## src/rtl/ram_read_arbiter.sv

```systemverilog
// Two-port read sequencer for the shared VGA character/pixel RAM (port 0 = pixel fetch, port 1 = host).
// Latency: handshake in C, mem_oe in C+1..C+READ_LAT, rsp_valid in C+READ_LAT+1; one read per READ_LAT+2 cycles.
// Backpressure: reqN_ready only in IDLE for the granted port; responses are never stalled. RAM_READ_ARBITER_RR_EN selects round-robin.
module ram_read_arbiter #(
    parameter int ADDR_W   = 8,
    parameter int WORD_W   = 8,
    parameter int READ_LAT = 1
) (
    input  logic              CLOCK_50,
    input  logic              RST_N,
    input  logic              req0_valid,
    input  logic [ADDR_W-1:0] req0_addr,
    output logic              req0_ready,
    input  logic              req1_valid,
    input  logic [ADDR_W-1:0] req1_addr,
    output logic              req1_ready,
    output logic              rsp_valid,
    output logic              rsp_id,
    output logic [WORD_W-1:0] rsp_data,
    output logic [ADDR_W-1:0] mem_addr,
    output logic              mem_oe,
    input  logic [WORD_W-1:0] mem_data
);

    typedef enum logic [1:0] {
        ST_IDLE   = 2'd0,
        ST_ACCESS = 2'd1,
        ST_RESP   = 2'd2
    } state_t;

    state_t            state;
    state_t            state_nxt;
    logic [3:0]        cnt;
    logic              cnt_done;
    logic              id_q;
    logic [ADDR_W-1:0] addr_q;
    logic [WORD_W-1:0] data_q;
    logic              grant_id;
    logic              any_valid;
    logic              hs;

    assign any_valid = req0_valid | req1_valid;

`ifdef RAM_READ_ARBITER_RR_EN
    logic last_id;

    // When both ports contend, the one not served last wins.
    always_comb begin
        grant_id = 1'b0;
        if (req0_valid && req1_valid) begin
            grant_id = ~last_id;
        end else if (req1_valid) begin
            grant_id = 1'b1;
        end
    end

    always_ff @(posedge CLOCK_50 or negedge RST_N) begin
        if (!RST_N) begin
            last_id <= 1'b0;
        end else if (hs) begin
            last_id <= grant_id;
        end
    end
`else
    assign grant_id = ~req0_valid;
`endif

    assign req0_ready = (state == ST_IDLE) && req0_valid && !grant_id;
    assign req1_ready = (state == ST_IDLE) && req1_valid &&  grant_id;
    assign hs         = (state == ST_IDLE) && any_valid;
    assign cnt_done   = (cnt == 4'd0);

    always_comb begin
        state_nxt = state;
        case (state)
            ST_IDLE:   if (hs) state_nxt = ST_ACCESS;
            ST_ACCESS: if (cnt_done) state_nxt = ST_RESP;
            ST_RESP:   state_nxt = ST_IDLE;
            default:   state_nxt = ST_IDLE;
        endcase
    end

    always_ff @(posedge CLOCK_50 or negedge RST_N) begin
        if (!RST_N) begin
            state <= ST_IDLE;
        end else begin
            state <= state_nxt;
        end
    end

    // Address and ID are only loaded on a handshake, so mem_addr is frozen for the whole access.
    always_ff @(posedge CLOCK_50 or negedge RST_N) begin
        if (!RST_N) begin
            addr_q <= '0;
            id_q   <= 1'b0;
            cnt    <= 4'd0;
            data_q <= '0;
        end else begin
            if (hs) begin
                addr_q <= grant_id ? req1_addr : req0_addr;
                id_q   <= grant_id;
                cnt    <= 4'(READ_LAT - 1);
            end else if (state == ST_ACCESS) begin
                if (cnt_done) begin
                    data_q <= mem_data;
                end else begin
                    cnt <= cnt - 4'd1;
                end
            end
        end
    end

    // Decoded straight from the state register so reset drops mem_oe without waiting for a clock.
    assign mem_oe    = (state == ST_ACCESS);
    assign mem_addr  = addr_q;
    assign rsp_valid = (state == ST_RESP);
    assign rsp_id    = id_q;
    assign rsp_data  = data_q;

endmodule
```

## config.mk

```make
export PLATFORM = sky130hd
export DESIGN_NAME = ram_read_arbiter
export DESIGN_NICKNAME = d
export VERILOG_FILES = /design/src/rtl/ram_read_arbiter.sv
export SDC_FILE = /design/constraint.sdc
export NUM_CORES = 1
export LEC_CHECK = 0
export ABC_AREA = 1
export BUFFER_PORTS_ARGS = -buffer_cell sky130_fd_sc_hd__buf_2
export CAP_MARGIN = 20
export CORE_UTILIZATION = 45
export DETAILED_ROUTE_END_ITERATION = 16
export GPL_ROUTABILITY_DRIVEN = 0
export GPL_TIMING_DRIVEN = 0
export PLACE_DENSITY = 0.77
export SLEW_MARGIN = 20
export SYNTH_ARGS = -nofsm -noshare
export SYNTH_HDL_FRONTEND = slang
export SYNTH_SLANG_ARGS = --single-unit
```

## constraint.sdc

```tcl
create_clock -name CLOCK_50 -period 1.3 [get_ports CLOCK_50]
set_clock_uncertainty 0.05 [all_clocks]
set_input_delay 0.26 -clock CLOCK_50 [delete_from_list [all_inputs] [get_ports CLOCK_50]]
set_output_delay 0.26 -clock CLOCK_50 [all_outputs]
set_load 0.01 [all_outputs]
```

==> impl_metrics.py <==
metrics = {
    "status": {
        "outcome": "finished with violations",
        "failed_checks": "negative setup slack",
    },
    "synth": {
        "synth_ff_type": "sky130_fd_sc_hd__dfrtp_1",
        "yosys_warnings": 0,
        "asyncSetResetFlopFracSynth_pct": 100,
        "postSynthNetCount": 152,
        "syn_avg_cell_area_um2": 8.77,
        "synth_area_leaders": "sky130_fd_sc_hd__dfrtp_1 54%, sky130_fd_sc_hd__nand2_1 14%, sky130_fd_sc_hd__or2_0 4.7%, sky130_fd_sc_hd__o21ai_0 4.2%, sky130_fd_sc_hd__o21ai_1 4.2%",
        "yosys_register_bits": 23,
        "synth_edf_count": 0,
        "area_of_the_mapped_netlist_mm2": 0.00107,
        "ys_seq_area_share_pct": 53.8,
        "synthCells": 122,
        "synth_top_area_share_pct": 53.8,
        "synthDominantAreaCellType": "sky130_fd_sc_hd__dfrtp_1",
        "post_synth_num_cell_types": 20,
    },
    "cells_and_area": {
        "diodes": 0,
        "final_cells": 216,
        "syn2layout_area_growth_pct": 54.0,
        "drive_gt1_share_pct": 53.2,
        "num-nets-final": 219,
        "finalCoreUtilization_pct": 73.8,
    },
    "die": {
        "chipHeight_um": 50.8,
        "rows": 17,
        "fp.dieArea_mm2": 0.00258,
        "io_pins": 49,
        "die_w_um": 50.8,
        "initial_util_pct": 47.9,
        "core_footprint_mm2": 0.00223,
    },
    "sta": {
        "max_slew.worst_pin.slew_ns": 0.510,
        "final_setup_violation_count": 19,
        "rsz0062_at_grt": "yes",
        "fin_crit_sh_pct": 124,
        "hold_violations": 0,
        "slew_violations": 0,
        "max_clock_freq_mhz": 622,
        "fin_ws_ns": -0.309,
        "final_critical_path_required_period_ns": 1.61,
        "worst_slew_margin_rel_pct": 66.0,
    },
    "route": {
        "num_vias": 1055,
        "avgRoutedWirePerCell_um": 12.4,
        "routed_via_density": 4.88,
        "drt_pass1_iterations": 4,
        "1st_iter_drt_viols": 17,
        "drc": 0,
        "antenna_left": 0,
        "routed_wl_um": 2670,
    },
    "critical_path": {
        "worst-endpoint-required_ns": 0.99,
        "reg2reg_from": "state[0]",
        "timing.critical_path.to_type": "output port",
        "cpPeakStageDelay_ns": 0.43,
        "crit_path_max_fanout": 2,
        "crit_slowest_cell": "sky130_fd_sc_hd__dfrtp_1",
        "crit_type": "reg -> out",
        "startpoint_type": "register",
        "critical_path_arrival_ns": 1.30,
        "worstReg2RegEnd": "rsp_data[0]",
        "critical-path-top-delay-family": "flip-flops",
        "critical_path.cell_chain": "nor2_4, o21ai_4, buf_6, nor2_2, buf_2",
        "reg2reg_depth": 9,
        "end_point_of_the_critical_path": "req1_ready",
        "cp.buffers_inverters": 2,
        "cp_num_cells": 5,
        "launch_point_of_the_worst_path": "state[0]",
        "worst-r2r-setup-slack_ns": -0.10,
    },
    "pwr": {
        "cellPowerDensity_mw_per_mm2": 2040,
        "intPower_uw": 2000,
        "clockPowerShare_pct": 9.4,
        "power.combinational.fraction_pct": 55.5,
        "post-layout-total-power_uw": 3350,
        "vdd.ir_drop.worst_mv": 1.54,
        "switchingPower_uw": 1360,
        "sequential_share_of_power_pct": 35.1,
        "power.switching_fraction_pct": 40.5,
        "p_leak_uw": 0.000852,
    },
    "clocking": {
        "cts.htree.levels": 1,
        "cell_at_the_root_of_the_clock_tree": "sky130_fd_sc_hd__clkbuf_4",
        "cts.clk_slew.worst_paths_ns": 0.12,
        "max-clock-path-buffers": 2,
        "cts_tree": "done",
        "cts_buffers": 3,
        "clock_sinks": 23,
        "worstSkewPairLatency_ns": 0.30,
    },
    "global_routing": {
        "grt_start_max_net_pins": 24,
        "grt_antenna_before_repair": 0,
        "first_global_vias": 969,
        "track_usage_pct": 20.4,
        "grt_first_pass_wirelength_um": 4040,
        "gr-total-overflow": 0,
    },
    "worst_hold_path": {
        "hold_path_class": "in -> reg",
    },
    "run": {
        "timing.max_cap.violations": 0,
    },
    "place": {
        "post-place-ws_ns": -0.113,
        "io_buffer_count": 48,
        "place.detailed.instances": 198,
        "placed_wire_length_estimate_after_detailed_placement_um": 1710,
    },
}
[power groups by stage]
stage	combinational [uW]	sequential [uW]	clock [uW]
floorplan	596	1300	0
global placement	1180	1160	0
detailed placement	1210	1170	0
CTS	1400	1160	322
global route	2020	1200	364
finish	1860	1180	317
[metrics by stage]
| step | hold WS (ns) | setup TNS (ns) | cell area, um2 |
|---|---|---|---|
| 6_report | 0.0975 | -1.96 | 1650 |
| 5_1_grt | 0.0798 | -3.34 | 1650 |
| 3_3_place_gp | 0.203 | -0.0838 | 1350 |
| 4_1_cts | 0.0901 | -0.809 | 1450 |
| 3_5_place_dp | 0.201 | -0.113 | 1350 |
| 2_1_floorplan | -0.0856 | 0 | 1070 |
[per-layer routing]
layer  GRT usage [%]  routed length [um]  up-vias  share of wire, %
met4            6.02                  13        0              0.49
met2            36.7                1350       30                50
met3            2.42                  96        2               3.6
li1                -                   -      527                 -
met5               0                   0        -                 0
met1            25.5                1210      496                45
[logic make-up (layout without fill, tap and decap cells)]
| group | after synthesis | count (layout) | synth area share (%) |
|---|---|---|---|
| compound gates | 21 | 21 | 10.2 |
| fa+ha+maj | 2 | 2 | 2.34 |
| buf+inv | 11 | 76 | 5.15 |
| flops | 23 | 23 | 53.8 |
| simple gates | 65 | 66 | 28.5 |
[layout by cell type, fill, tap and decap left out, types with 2 or more instances in the layout]
master,count
sky130_fd_sc_hd__nor2_4,3
sky130_fd_sc_hd__nand4_1,2
sky130_fd_sc_hd__nor2_1,2
sky130_fd_sc_hd__o21ai_2,5
sky130_fd_sc_hd__buf_2,46
sky130_fd_sc_hd__inv_1,2
sky130_fd_sc_hd__o21ai_1,5
sky130_fd_sc_hd__or2_0,8
sky130_fd_sc_hd__inv_4,2
sky130_fd_sc_hd__buf_4,8
sky130_fd_sc_hd__inv_2,4
sky130_fd_sc_hd__nand3_2,4
sky130_fd_sc_hd__buf_6,6
sky130_fd_sc_hd__clkbuf_4,3
sky130_fd_sc_hd__nor2_2,2
sky130_fd_sc_hd__nand2_1,34
sky130_fd_sc_hd__dfrtp_1,23
sky130_fd_sc_hd__nand2_2,6
sky130_fd_sc_hd__o21ai_0,8
[synth_stat cells, types with 2 or more instances]
library cell,n
sky130_fd_sc_hd__nand2_1,40
sky130_fd_sc_hd__dfrtp_1,23
sky130_fd_sc_hd__o21ai_0,9
sky130_fd_sc_hd__o21ai_1,9
sky130_fd_sc_hd__or2_0,8
sky130_fd_sc_hd__inv_1,5
sky130_fd_sc_hd__nor2_1,5
sky130_fd_sc_hd__nand3_1,4
sky130_fd_sc_hd__buf_4,3
sky130_fd_sc_hd__a21oi_1,2
sky130_fd_sc_hd__ha_1,2
sky130_fd_sc_hd__inv_2,2
sky130_fd_sc_hd__nand2_2,2
sky130_fd_sc_hd__nand4_1,2
[sequential cells by signal (all words and copies together) (netlist names)]
| name | cells |
|---|---|
| cnt | 4 |
| mem_addr | 8 |
| rsp_data | 8 |
| rsp_id | 1 |
| state | 2 |
[worst reg2reg max path, cell delays in order, from the launching register on]
cell and delay [ns]:
sky130_fd_sc_hd__dfrtp_1 0.43, sky130_fd_sc_hd__buf_4 0.14, sky130_fd_sc_hd__buf_4 0.14, sky130_fd_sc_hd__nand2_4 0.08
sky130_fd_sc_hd__inv_4 0.04, sky130_fd_sc_hd__buf_6 0.13, sky130_fd_sc_hd__nand3_4 0.13, sky130_fd_sc_hd__inv_6 0.06
sky130_fd_sc_hd__nand2_1 0.06, sky130_fd_sc_hd__nand2_1 0.05
[cell type report]
cell class              instances  area (um2)
plain buffers                   3        33.8
clock buffers                   3        22.5
clock inverters                 1        5.00
fillers                       158         586
inverters                       8        37.5
multi-input cells              89         558
flip-flops and latches         23         576
well taps                      28        35.0
repair buffers                 60         374
repair inverters                1        6.26
[how the worst min path moves through the flow]
stage | to | depth (start not counted) | slack, ns | start
3_3_place_gp | rsp_data[6] | 1 | 0.20 | RST_N
3_5_place_dp | rsp_data[6] | 1 | 0.20 | RST_N
5_1_grt | rsp_data[1] | 3 | 0.08 | mem_data[1]
4_1_cts | rsp_data[3] | 3 | 0.09 | mem_data[3]
6_report | rsp_data[1] | 3 | 0.1 | mem_data[1]
2_1_floorplan | cnt[0] | 0 | -0.09 | RST_N
[what timing repair did]
action | in CTS | in global routing
endpoints found under the hold margin | 23 | 0
gates cloned | 0 | 3
gates resized for setup | 7 | 34
pin swaps | 2 | 11
setup buffers | 5 | 5
endpoints found under the setup margin | 9 | 18
hold buffers | 1 | 0
(Power assumes the default switching activity.)
